===== src/rtl/bsg_cgol_test_node_master.sv =====
// Master end of the CGoL test-node ring link: replays a stimulus stream to the client as
// ring packets, then checks the returned result packets against an expected-word stream.
module bsg_cgol_test_node_master #(
  parameter int ring_width_p   = 80,
  parameter int client_id_p    = 0,
  parameter int num_tx_words_p = 101,
  parameter int num_rx_words_p = 100,
  parameter int timeout_p      = 4096
) (
  input  logic                    clk_i,
  input  logic                    reset_i,
  input  logic                    start_i,
  output logic                    en_o,
  input  logic                    tr_v_i,
  input  logic [63:0]             tr_data_i,
  output logic                    tr_yumi_o,
  input  logic                    exp_v_i,
  input  logic [63:0]             exp_data_i,
  output logic                    exp_yumi_o,
  output logic                    v_o,
  output logic [ring_width_p-1:0] data_o,
  input  logic                    ready_i,
  input  logic                    v_i,
  input  logic [ring_width_p-1:0] data_i,
  output logic                    yumi_o,
  output logic                    done_o,
  output logic                    timeout_o,
  output logic                    bad_id_o,
  output logic [15:0]             err_count_o
);

  localparam logic [1:0] state_idle = 2'd0;
  localparam logic [1:0] state_send = 2'd1;
  localparam logic [1:0] state_recv = 2'd2;
  localparam logic [1:0] state_done = 2'd3;

  localparam int tx_cnt_w = $clog2(num_tx_words_p + 1);
  localparam int rx_cnt_w = $clog2(num_rx_words_p + 1);
  localparam int to_cnt_w = (timeout_p > 2) ? $clog2(timeout_p) : 1;

  localparam logic [tx_cnt_w-1:0] tx_total   = tx_cnt_w'(num_tx_words_p);
  localparam logic [tx_cnt_w-1:0] tx_last_ix = tx_cnt_w'(num_tx_words_p - 1);
  localparam logic [rx_cnt_w-1:0] rx_last_ix = rx_cnt_w'(num_rx_words_p - 1);
  localparam logic [to_cnt_w-1:0] to_last    = to_cnt_w'(timeout_p - 1);
  localparam logic [3:0]          client_id  = 4'(client_id_p);

  logic [1:0]              state_r;
  logic                    tx_v_r;
  logic [ring_width_p-1:0] tx_data_r;
  logic [tx_cnt_w-1:0]     load_cnt_r;
  logic [tx_cnt_w-1:0]     xfer_cnt_r;
  logic [rx_cnt_w-1:0]     rx_cnt_r;
  logic [to_cnt_w-1:0]     to_cnt_r;
  logic                    timeout_r;
  logic                    bad_id_r;
  logic [15:0]             err_cnt_r;

  logic                    in_send, in_recv;
  logic                    tx_xfer, tx_load, tx_last;
  logic                    rx_yumi, id_ok, rx_ok, rx_last, mismatch, to_hit;
  logic [ring_width_p-1:0] tx_pkt;

  always_comb begin
    tx_pkt        = '0;
    tx_pkt[63:0]  = tr_data_i;
    tx_pkt[78:75] = client_id;
  end

  assign in_send = (state_r == state_send);
  assign in_recv = (state_r == state_recv);

  // The buffer may refill in the same cycle its word is taken, giving one word per cycle.
  assign tx_xfer = tx_v_r & ready_i;
  assign tx_load = in_send & tr_v_i & (load_cnt_r != tx_total) & (~tx_v_r | ready_i);
  assign tx_last = tx_xfer & (xfer_cnt_r == tx_last_ix);

  assign id_ok    = (data_i[78:75] == client_id);
  assign rx_yumi  = in_recv & v_i & exp_v_i;
  assign rx_ok    = rx_yumi & id_ok;
  assign mismatch = rx_ok & (data_i[63:0] != exp_data_i);
  assign rx_last  = rx_ok & (rx_cnt_r == rx_last_ix);
  assign to_hit   = in_recv & ~rx_yumi & (to_cnt_r == to_last);

  always_ff @(posedge clk_i or negedge reset_i) begin
    if (!reset_i) begin
      state_r    <= state_idle;
      tx_v_r     <= 1'b0;
      tx_data_r  <= '0;
      load_cnt_r <= '0;
      xfer_cnt_r <= '0;
      rx_cnt_r   <= '0;
      to_cnt_r   <= '0;
      timeout_r  <= 1'b0;
      bad_id_r   <= 1'b0;
      err_cnt_r  <= '0;
    end else begin
      case (state_r)
        state_idle, state_done: begin
          if (start_i) begin
            state_r    <= state_send;
            tx_v_r     <= 1'b0;
            load_cnt_r <= '0;
            xfer_cnt_r <= '0;
            rx_cnt_r   <= '0;
            to_cnt_r   <= '0;
            timeout_r  <= 1'b0;
            bad_id_r   <= 1'b0;
            err_cnt_r  <= '0;
          end
        end
        state_send: begin
          if (tx_load) begin
            tx_v_r     <= 1'b1;
            tx_data_r  <= tx_pkt;
            load_cnt_r <= load_cnt_r + 1'b1;
          end else if (tx_xfer) begin
            tx_v_r <= 1'b0;
          end
          if (tx_xfer) xfer_cnt_r <= xfer_cnt_r + 1'b1;
          if (tx_last) begin
            state_r  <= state_recv;
            tx_v_r   <= 1'b0;
            to_cnt_r <= '0;
          end
        end
        default: begin
          // An accepted last word takes priority over an expiring timeout in the same cycle.
          if (rx_yumi) begin
            to_cnt_r <= '0;
            if (!id_ok) begin
              bad_id_r <= 1'b1;
            end else begin
              rx_cnt_r <= rx_cnt_r + 1'b1;
              if (mismatch && (err_cnt_r != 16'hFFFF)) err_cnt_r <= err_cnt_r + 1'b1;
            end
            if (rx_last) state_r <= state_done;
          end else if (to_hit) begin
            timeout_r <= 1'b1;
            state_r   <= state_done;
          end else begin
            to_cnt_r <= to_cnt_r + 1'b1;
          end
        end
      endcase
    end
  end

  assign en_o        = in_send | in_recv;
  assign tr_yumi_o   = tx_load;
  assign v_o         = tx_v_r;
  assign data_o      = tx_data_r;
  assign yumi_o      = rx_yumi;
  assign exp_yumi_o  = rx_ok;
  assign done_o      = (state_r == state_done);
  assign timeout_o   = timeout_r;
  assign bad_id_o    = bad_id_r;
  assign err_count_o = err_cnt_r;

endmodule


===== config.mk =====
export PLATFORM = sky130hd
export DESIGN_NAME = bsg_cgol_test_node_master
export DESIGN_NICKNAME = d
export VERILOG_FILES = /design/src/rtl/bsg_cgol_test_node_master.sv
export SDC_FILE = /design/constraint.sdc
export NUM_CORES = 1
export LEC_CHECK = 0
export CAP_MARGIN = 25
export CORE_MARGIN = 2
export CORE_UTILIZATION = 35
export CTS_BUF_LIST = sky130_fd_sc_hd__clkbuf_8
export DETAILED_ROUTE_END_ITERATION = 10
export PLACE_DENSITY = 0.82
export SKIP_LAST_GASP = 1
export SLEW_MARGIN = 20
export SYNTH_ARGS = -nofsm -noshare
export SYNTH_HDL_FRONTEND = slang
export SYNTH_SLANG_ARGS = --single-unit

===== constraint.sdc =====
create_clock -name clk_i -period 4.3 [get_ports clk_i]
set_clock_uncertainty 0.05 [all_clocks]
set_input_delay 1.29 -clock clk_i [delete_from_list [all_inputs] [get_ports clk_i]]
set_output_delay 1.29 -clock clk_i [all_outputs]
set_load 0.01 [all_outputs]

# Word level (Yosys, flattened, before mapping)
# Index checks and enable logic that the tools add are counted.
word_totals:
  regBits: 118
  output_inout_bits: 104
  input_bits: 215
  elab_cells: 105
op_classes:
  eq_ne: 18
  bitwise: 17
  n_reduce_logical: 20
  muxes: 35
  n_addsub: 5
ops:
  columns: ["cell", "count"]
  rows:
  - ["16-bit two-way mux", 4]
  - ["64-bit != test", 1]
  - ["12-bit two-way mux", 4]
  - ["7-bit case mux with 2 select lines", 3]
  - ["7-bit two-way mux", 5]
  - ["16-bit case mux with 2 select lines", 1]
  - ["12-bit case mux with 2 select lines", 1]
  - ["7-bit by 1-bit adder with 7-bit output (second input constant)", 3]
  - ["16-bit by 1-bit adder with 16-bit output (second input constant)", 1]
  - ["16-bit != test (second input constant)", 1]
  - ["4-bit AND reduction", 4]
  - ["7-bit equality test (second input constant)", 2]
  - ["12-bit by 1-bit adder with 12-bit output (second input constant)", 1]
  - ["1-bit bitwise AND", 12]
  - ["12-bit equality test (second input constant)", 1]
  - ["3-bit AND reduction", 4]
  - ["2-bit two-way mux", 5]
  - ["2-bit nonzero test", 5]
  - ["1-bit two-way mux", 8]
  - ["2-bit by 1-bit != test with 1-bit output (second input constant)", 4]
  - ["4-bit by 2-bit != test with 1-bit output (second input constant)", 2]
  - ["7-bit != test (second input constant)", 1]
  - ["1-bit case mux with 2 select lines", 3]
  - ["5-bit AND reduction", 1]
  - ["13 further kinds", 18]

# Logic depth before layout (Yosys ltp)
# Gate-level depths: netlist of run 1.
logic_depth:
  depth_word: 10
  ltp_mapped: 10
  mapped_depth_nobuf: 9

# Worst setup path before layout of run 1
# No wires, ideal clock.
synth_timing:
  kind: "input port to output port"
  startpoint: "input data_i[76]"
  endpoint: "output exp_yumi_o"
  cell_stages: 4
  t_arrival_ns: 2.249
  path_slack_ns: 0.711
  required_time_ns: 2.960
  n_path_buf: 1
  path_cell_list: "or4_4 > or2_0 > buf_2 > inv_1"
synth_between:
  elab_chain_cells: 2
synth_lines:
  columns: ["element", "line_no", "source"]
  rows:
  - ["from (decl)", "24", "input logic [ring_width_p-1:0] data_i,"]
  - ["4-bit zero test", "77", "assign id_ok = (data_i[78:75] == client_id);"]
  - ["1-bit bitwise AND", "79", "assign rx_ok = rx_yumi & id_ok;"]
  - ["to (decl)", "19", "output logic exp_yumi_o,"]
# No other way between the ends.

# Worst setup path after layout of run 1
# Ends and elaborated chain as after synthesis.

==> impl_metrics.toml, run 1 <==
[outcome]
status = "finished, final reports clean"

[min_path]
min_delay_path_depth = 1
hp-start = "data_o[44]$_DFFE_PN0P_"
hold_path_class = "reg2reg"
worstHoldEndpoint = "data_o[44]$_DFFE_PN0P_"

[global_route]
grt_max_degree = 119
grt_pass1_wl_mm = 29.0
antenna_found_initial = 0
first_global_vias = 5782
overflow = 0
track_usage_pct = 18.6

[timing]
max_freq_ghz = 0.238
slew_violations = 0
fin_ws_ns = 0.0909
rsz0062_at_grt = "false"
setup-violations-final = 0
tightest_slew_ns = 0.827
finalCriticalPeriod_ns = 4.21
period_share_pct = 97.9
finalHoldViolCount = 0
fin_hold_ws_ns = 0.455
relSlewSlack_pct = 44.9

[logic_synthesis]
synth-simple-area-share_pct = 14.4
syn_area_per_cell_um2 = 10.8
synth_top_cell_area_share_pct = 46.8
ys_ff_latch = 118
synth_top_family_by_area = "simple AND/OR/NAND/NOR gates"
syn_area_um2 = 6320
ys_types = 57
synth-seq-area-share_pct = 46.8
synth_xor_area_share_pct = 10.7
synthMuxAreaShare_pct = 12.4
synth_warnings = 0
ys.flop_type = "dfrtp_1"
synth-adder-area-share_pct = 2.38
async_flop_share_pct = 100
yosys.area.top_type = "dfrtp_1"
synth-edff-count = 0
synthTopCellsByArea = "dfrtp_1, mux2_2, xnor2_1"
synth_compound_area_share_pct = 9.01
synthCells = 587

[worst_setup_path]
reg2reg_depth = 11
timing.rr.end = "load_cnt_r[5]$_DFFE_PN0P_"
timing.rr.start = "state_r[1]$_DFFE_PN0P_"
critPathLaunchType = "primary input"
arrival_ns = 2.87
crit_required_ns = 2.96
rrSetupSlack_ns = 1.45
path_max_fanout = 2
critPathCaptureType = "primary output"
critPathKind = "in2out"

[pwr]
power.leakage_nw = 4.08
comb_power_share_pct = 43.9
p_total_mw = 5.05
p_int_mw = 3.43
switching_share_pct = 32.1
pwr-share-seq_pct = 32.9
p_sw_mw = 1.62
ir_drop_mv = 0.366
clkPwrFrac_pct = 23.2
powerDensity_nw_per_um2 = 509

[place]
placed_area_um2 = 9460
numPortBuffers = 290
place_congestion = 0.825
dp_slack_ns = -0.207
hpwlAfterDp_mm = 13.7

[route]
num_vias = 5612
drc_errors = 0
viasPerCell = 4.97
wirelength_mm = 17.7
drtPass1Iterations = 5
drtIter0Drc = 322
ant_nets = 0
drt-wirelength-per-cell_um = 15.6

[clock_tree]
cts.reportedPaths.clkPinSlew_ns = 0.07
cts_buffers = 17
clockBufferDepth = 2
cts_root_buf = "clkbuf_8"
cts_tree = "yes"
cts_max_level = 4
cts_sinks = 118
insertion_delay_ns = 0.44

[final_layout]
syn_to_final_growth_pct = 57.2
layout-drive-gt1-share_pct = 13.3
antennaDiodeCount = 0
utilization_pct = 55.6
nNetsFinal = 1114
fin_area_um2 = 9930

[job]
cap_violations = 0

[floorplanning]
coreArea_um2 = 17800
die_h_um = 138
die_x_um = 138
initial_core_util_pct = 35.4
dieArea_um2 = 19100
rows = 49
io_pins = 319
## layer usage
metal | vias up | wire length, um | track usage [%]
met5 | - | 0 | 0
met3 | 51 | 916 | 4.61
met2 | 204 | 8820 | 31.1
met4 | 0 | 578 | 7.95
li1 | 2676 | - | -
met1 | 2681 | 7350 | 23.0
## state kept, by name (all words and copies together), names as in the netlist
| register | flops |
|---|---|
| bad_id_o | 1 |
| rx_cnt_r | 7 |
| state_r | 2 |
| data_o | 64 |
| timeout_o | 1 |
| load_cnt_r | 7 |
| err_count_o | 16 |
| v_o | 1 |
| to_cnt_r | 12 |
| xfer_cnt_r | 7 |
## cell type report
cell class | count | area (um2)
clock inverters | 13 | 203
repair buffers | 304 | 3020
flip-flops and latches | 118 | 2950
clock buffers | 19 | 262
well taps | 229 | 287
multi-input cells | 430 | 3150
fillers | 1511 | 7910
inverters | 16 | 60.1
## synth_stat cells, types with 3 or more instances
library cell	number
o31ai_1	8
nand3_1	20
clkbuf_1	17
o21ai_0	25
a211o_1	5
mux2i_1	5
nor3b_1	5
o41ai_1	3
a21oi_1	11
inv_1	14
nand2_1	29
a22oi_1	3
xnor2_1	68
a211oi_1	5
xor2_1	9
ha_1	12
and4_1	4
nor3_1	9
nor4_1	10
dfrtp_1	118
nor2b_1	4
nor2_1	38
or3_1	4
mux2_2	65
nand4_1	22
buf_4	16
and3_1	11
a31oi_1	4
and2_1	3
a21o_1	6
## metrics by stage
stage               cells  setup TNS, ns
floorplan             602              0
global placement     1097         -0.223
detailed placement   1097         -0.207
CTS                  1129              0
global route         1129              0
finish               1129              0
## worst max path at each step
stage                    start    endpoint  slack, ns
floorplan           data_i[76]  exp_yumi_o       0.71
global placement    data_i[76]  exp_yumi_o      -0.22
finish              data_i[76]  exp_yumi_o       0.09
CTS                 data_i[76]  exp_yumi_o       0.07
detailed placement  data_i[76]  exp_yumi_o      -0.21
global route        data_i[76]  exp_yumi_o       0.01
## worst max-delay path, stage by stage
cell and delay (ns):
clkdlybuf4s50_1 0.40, or4_4 0.55, or2_1 0.28, inv_1 0.08
dlygate4sd2_1 0.27
## layout by cell type (no fill, tap or decap), drive strengths merged, types with 15 or more instances in the layout
master and count:
buf 15, clkbuf 19, clkdlybuf4s50 288, conb 16, dfrtp 118, inv 15, mux2 65, nand2 29
nand3 20, nand4 22, nor2 38, o21ai 25, xnor2 68
## power groups by stage
| stage | logic (mW) | clock network (mW) | registers (mW) |
|---|---|---|---|
| 5_1_grt | 2.38 | 1.24 | 1.72 |
| 6_report | 2.22 | 1.17 | 1.66 |
| 4_1_cts | 2.24 | 1.20 | 1.66 |
| 3_5_place_dp | 2.23 | 0 | 1.68 |
| 3_3_place_gp | 2.19 | 0 | 1.65 |
| 2_1_floorplan | 0.925 | 0 | 1.82 |
## cells by family after synthesis
kind of cell	count (synthesis)
adder cells (fa/ha/maj)	12
flip-flops	118
other	1
AND/OR/NAND/NOR	171
buffers and inverters	54
AO/OA/AOI/OAI	84
XOR/XNOR	77
multiplexers	70
## what timing repair did
| item | in CTS | in global routing |
|---|---|---|
| hold buffers | 0 | 0 |
| setup buffers | 0 | 0 |
| gates resized for setup | 2 | 0 |
| setup endpoints to repair | 1 | 0 |
Note: power is estimated with default switching activity, not from simulation.
==> run 2, diff against run 1 <==
CAP_MARGIN = unset   (was 25)
clock period = 4.48 ns   (was 4.3 ns; I/O delays follow)
==> impl_metrics.toml, run 2 (synthesized netlist as in run 1, its figures left out) <==
[global_route]
track_usage_pct = 18.5
antenna_found_initial = 0
grt_pass1_wl_mm = 28.9
first_global_vias = 5659
grt_max_degree = 69
overflow = 0

[worst_setup_path]
worstPathCellList = "clkdlybuf4s50_1 > or4_4 > or2_4 > inv_1 > dlygate4sd2_1"
reg2reg_depth = 7
critPathKind = "in2out"
timing.rr.start = "to_cnt_r[0]$_DFFE_PN0P_"
timing.rr.end = "to_cnt_r[2]$_DFFE_PN0P_"
path_max_fanout = 2
critPathCaptureType = "primary output"
arrival_ns = 2.88
rrSetupSlack_ns = 1.56
slowest_stage = "or4_4"
crit_start = "data_i[76]"
crit_required_ns = 3.09
critPathLaunchType = "primary input"
slowest_delay_ns = 0.56

[floorplanning]
initial_core_util_pct = 35.4
dieArea_um2 = 19100
io_pins = 319
coreArea_um2 = 17800
rows = 49
die_x_um = 138
die_h_um = 138

[final_layout]
final_cell_mix = "clkdlybuf4s50_1, dfrtp_1, xnor2_1, mux2_2, nor2_1"
nFillCells = 1496
seqCellArea_um2 = 2950
nNetsFinal = 1113
syn_to_final_growth_pct = 55.3
antennaDiodeCount = 0
layout-drive-gt1-share_pct = 12.8
final_common_cell = "clkdlybuf4s50_1"
utilization_pct = 55.0
multi_input_area_um2 = 3150
largest_reg_flops = 64
final-instance-count-excl-fill = 1126

[timing]
tightest_slew_ns = 0.840
setup-violations-final = 0
slew_violations = 0
relSlewSlack_pct = 44.0
finalHoldViolCount = 0
finalCriticalPeriod_ns = 4.27
fin_hold_ws_ns = 0.455
rsz0062_at_grt = "false"
fin_ws_ns = 0.206
max_freq_ghz = 0.234
period_share_pct = 95.4

[route]
drt-wirelength-per-cell_um = 15.6
drtIter0Drc = 381
drtPass1Iterations = 5
ant_nets = 0
viasPerCell = 4.94
num_vias = 5564
wirelength_mm = 17.5
drc_errors = 0

[pwr]
comb_power_share_pct = 45.7
power.leakage_nw = 4.04
clkPwrFrac_pct = 19.6
switching_share_pct = 33.3
p_total_mw = 4.62
p_sw_mw = 1.54
p_int_mw = 3.08
ir_drop_mv = 0.334
powerDensity_nw_per_um2 = 471
pwr-share-seq_pct = 34.7

[place]
place_congestion = 0.852
dp_slack_ns = -0.127
dp.cells = 1096
hpwlAfterDp_mm = 13.8
numPortBuffers = 290

[job]
cap_violations = 0

[clock_tree]
cts.reportedPaths.clkPinSlew_ns = 0.07
cts_root_buf = "clkbuf_8"
cts_buffers = 17
clockBufferDepth = 2
cts_max_level = 4
cts_tree = "yes"
cts_setup_buffers = 0
insertion_delay_ns = 0.44
cts_sinks = 118

[min_path]
min_delay_path_depth = 1
worstHoldEndpoint = "data_o[42]$_DFFE_PN0P_"
hp-start = "data_o[42]$_DFFE_PN0P_"
hold_path_class = "reg2reg"

[outcome]
status = "finished, final reports clean"
-- run 2: cell count changes in the layout (fill, tap and decap cells not counted), sizes merged --
cell      delta
buf          -1
bufinv       -3
clkbuf       -1
clkinvlp     -1
inv          +3
-- run 2: worst max-delay path, delay by kind of cell --
| kind | cells | cell delay [ns] |
|---|---|---|
| AND/OR/NAND/NOR | 2 | 0.83 |
| buffers and inverters | 3 | 0.71 |
-- run 2: worst max path at each step --
stage / slack, ns / end / depth (start not counted)
final: 0.21 / exp_yumi_o / 5
after global placement: -0.15 / exp_yumi_o / 5
after global routing: 0.14 / yumi_o / 5
after detailed placement: -0.13 / exp_yumi_o / 5
after floorplan: 0.78 / exp_yumi_o / 4
after CTS: 0.19 / exp_yumi_o / 5
-- run 2: power by group through the flow --
| stage | combinational (mW) | sequential (mW) | clock (mW) |
|---|---|---|---|
| after global placement | 2.09 | 1.59 | 0 |
| after global routing | 2.27 | 1.65 | 0.976 |
| after detailed placement | 2.13 | 1.62 | 0 |
| final | 2.11 | 1.60 | 0.907 |
| after CTS | 2.14 | 1.60 | 0.937 |
| after floorplan | 0.888 | 1.74 | 0 |
-- run 2: stage by stage --
stage,TNS (ns),area [um2]
finish,0,9810
global route,0,9810
CTS,0,9810
detailed placement,-0.127,9440
global placement,-0.150,9440
floorplan,0,6370
-- run 2: final cells by class --
cell class	instances	share of cell area [%]
multi-input cells	430	32.1
repair buffers	303	30.5
flip-flops and latches	118	30.1
well taps	229	2.92
clock buffers	18	2.53
clock inverters	12	1.19
inverters	16	0.612
-- run 2: routing by layer --
metal	GRT usage [%]	up-vias	share of wire, %
li1	-	2666	-
met1	23.4	2662	43
met4	8.16	0	3.1
met5	0	-	0
met3	4.05	38	4.7
met2	30.6	198	50
-- run 2: timing repair --
item / in CTS / in global routing
resized for setup: 3 / 0
endpoints found under the hold margin: 0 / 0
hold buffers: 0 / 0
setup endpoints to repair: 1 / 0
==> run 3, diff against run 2 <==
ABC_AREA = 0   (was unset)
CORE_MARGIN = unset   (was 2)
==> impl_metrics.toml, run 3 (synthesized netlist as in run 1, its figures left out) <==
[clock_tree]
cts_sinks = 118
cts_buffers = 17
cts_max_level = 4
clockBufferDepth = 2
cts.reportedPaths.clkPinSlew_ns = 0.06
insertion_delay_ns = 0.44
cts_root_buf = "clkbuf_8"
cts_tree = "yes"

[final_layout]
final_cell_mix = "clkdlybuf4s50_1, dfrtp_1, xnor2_1, mux2_2, nor2_1"
antennaDiodeCount = 0
largest_reg_flops = 64
layout-drive-gt1-share_pct = 12.1
nFillCells = 1451
syn_to_final_growth_pct = 54.6
nNetsFinal = 1110
seqCellArea_um2 = 2950
multi_input_area_um2 = 3150
final_common_cell = "clkdlybuf4s50_1"

[place]
dp_slack_ns = -0.147
place_congestion = 0.840
numPortBuffers = 290
hpwlAfterDp_mm = 14.2

[timing]
setup-violations-final = 0
finalHoldViolCount = 0
max_freq_ghz = 0.228
period_share_pct = 97.9
fin_tns_setup_ns = 0
relSlewSlack_pct = 42.8
slew_violations = 0
tightest_slew_ns = 0.858
fin_ws_ns = 0.0960
rsz0062_at_grt = "false"
finalCriticalPeriod_ns = 4.38

[global_route]
first_global_vias = 5436
grt_max_degree = 69
grt_pass1_wl_mm = 28.1
track_usage_pct = 19.6
overflow = 0
antenna_found_initial = 0

[floorplanning]
die_x_um = 136
initial_core_util_pct = 36.1
io_pins = 319
coreArea_um2 = 17500
die_h_um = 136
rows = 48
dieArea_um2 = 18600

[route]
num_vias = 5526
wirelength_mm = 18.0
drt-wirelength-per-cell_um = 16.1
drtIter0Drc = 263
viasPerCell = 4.93
drtPass1Iterations = 5
drc_errors = 0
ant_nets = 0

[worst_setup_path]
critPathCaptureType = "primary output"
slowest_delay_ns = 0.56
worstPathCellList = "clkdlybuf4s50_1 > or4_4 > or2_0 > inv_1 > dlygate4sd2_1"
arrival_ns = 2.99
path_max_fanout = 2
critPathLaunchType = "primary input"
critPathKind = "in2out"
crit_required_ns = 3.09
slowest_stage = "or4_4"

[min_path]
hold_path_class = "reg2reg"

[outcome]
status = "finished, final reports clean"

[pwr]
power.leakage_nw = 4.04
powerDensity_nw_per_um2 = 467
p_total_mw = 4.55
ir_drop_mv = 0.361

[job]
cap_violations = 0
==> run 3: metal layers <==
metal	global-route usage (%)	vias up	part of all wire [%]
met1	25.3	2642	43
met4	6.85	0	2.2
li1	-	2658	-
met3	5.07	33	5.8
met2	31.5	193	49
met5	0	-	0
==> run 3: timing repair <==
action                     CTS  global route
buffers inserted             0             0
hold buffers                 0             0
setup endpoints to repair    1             0
resized for setup            1             0
==> run 3: worst paths after layout <==
kind / from / to / slack, ns / depth (start not counted)
max: data_i[76] / exp_yumi_o / 0.1 / 5
min: data_o[56]$_DFFE_PN0P_ / data_o[56]$_DFFE_PN0P_ / 0.45 / 1
max reg2reg: state_r[1]$_DFFE_PN0P_ / load_cnt_r[5]$_DFFE_PN0P_ / 1.45 / 10
min reg2reg: data_o[56]$_DFFE_PN0P_ / data_o[56]$_DFFE_PN0P_ / 0.45 / 1
max in group asynchronous: reset_i / data_o[62]$_DFFE_PN0P_ / 2.56 / 2
min in group asynchronous: reset_i / data_o[16]$_DFFE_PN0P_ / 0.92 / 1
==> run 3: area by class of cell <==
cell class / count / area share (%)
clock buffer: 20 / 2.82
clock inverter: 11 / 0.731
inverter: 16 / 0.615
multi-input combinational: 430 / 32.2
sequential: 118 / 30.2
tap: 225 / 2.88
timing repair buffer: 300 / 30.5
==> run 3: report_power, final <==
part	switching (mW)	internal (mW)
Clock	0.392	0.461
Sequential	0.185	1.41
Combinational	0.933	1.18
==> run 3: through the flow <==
stage	hold WS, ns	util [%]	instance area (um2)	cells
after detailed placement	0.442	53.9	9420	1089
after floorplan	0.412	-	6370	602
after global placement	0.433	53.9	9420	1089
final	0.454	55.9	9760	1120
after global routing	0.469	55.9	9760	1120
after CTS	0.451	55.9	9760	1120
==> run 3: worst max-delay path: cells and delay by family <==
family / cells / cell delay, ns
buffers and inverters: 3 / 0.81
AND/OR/NAND/NOR: 2 / 0.83
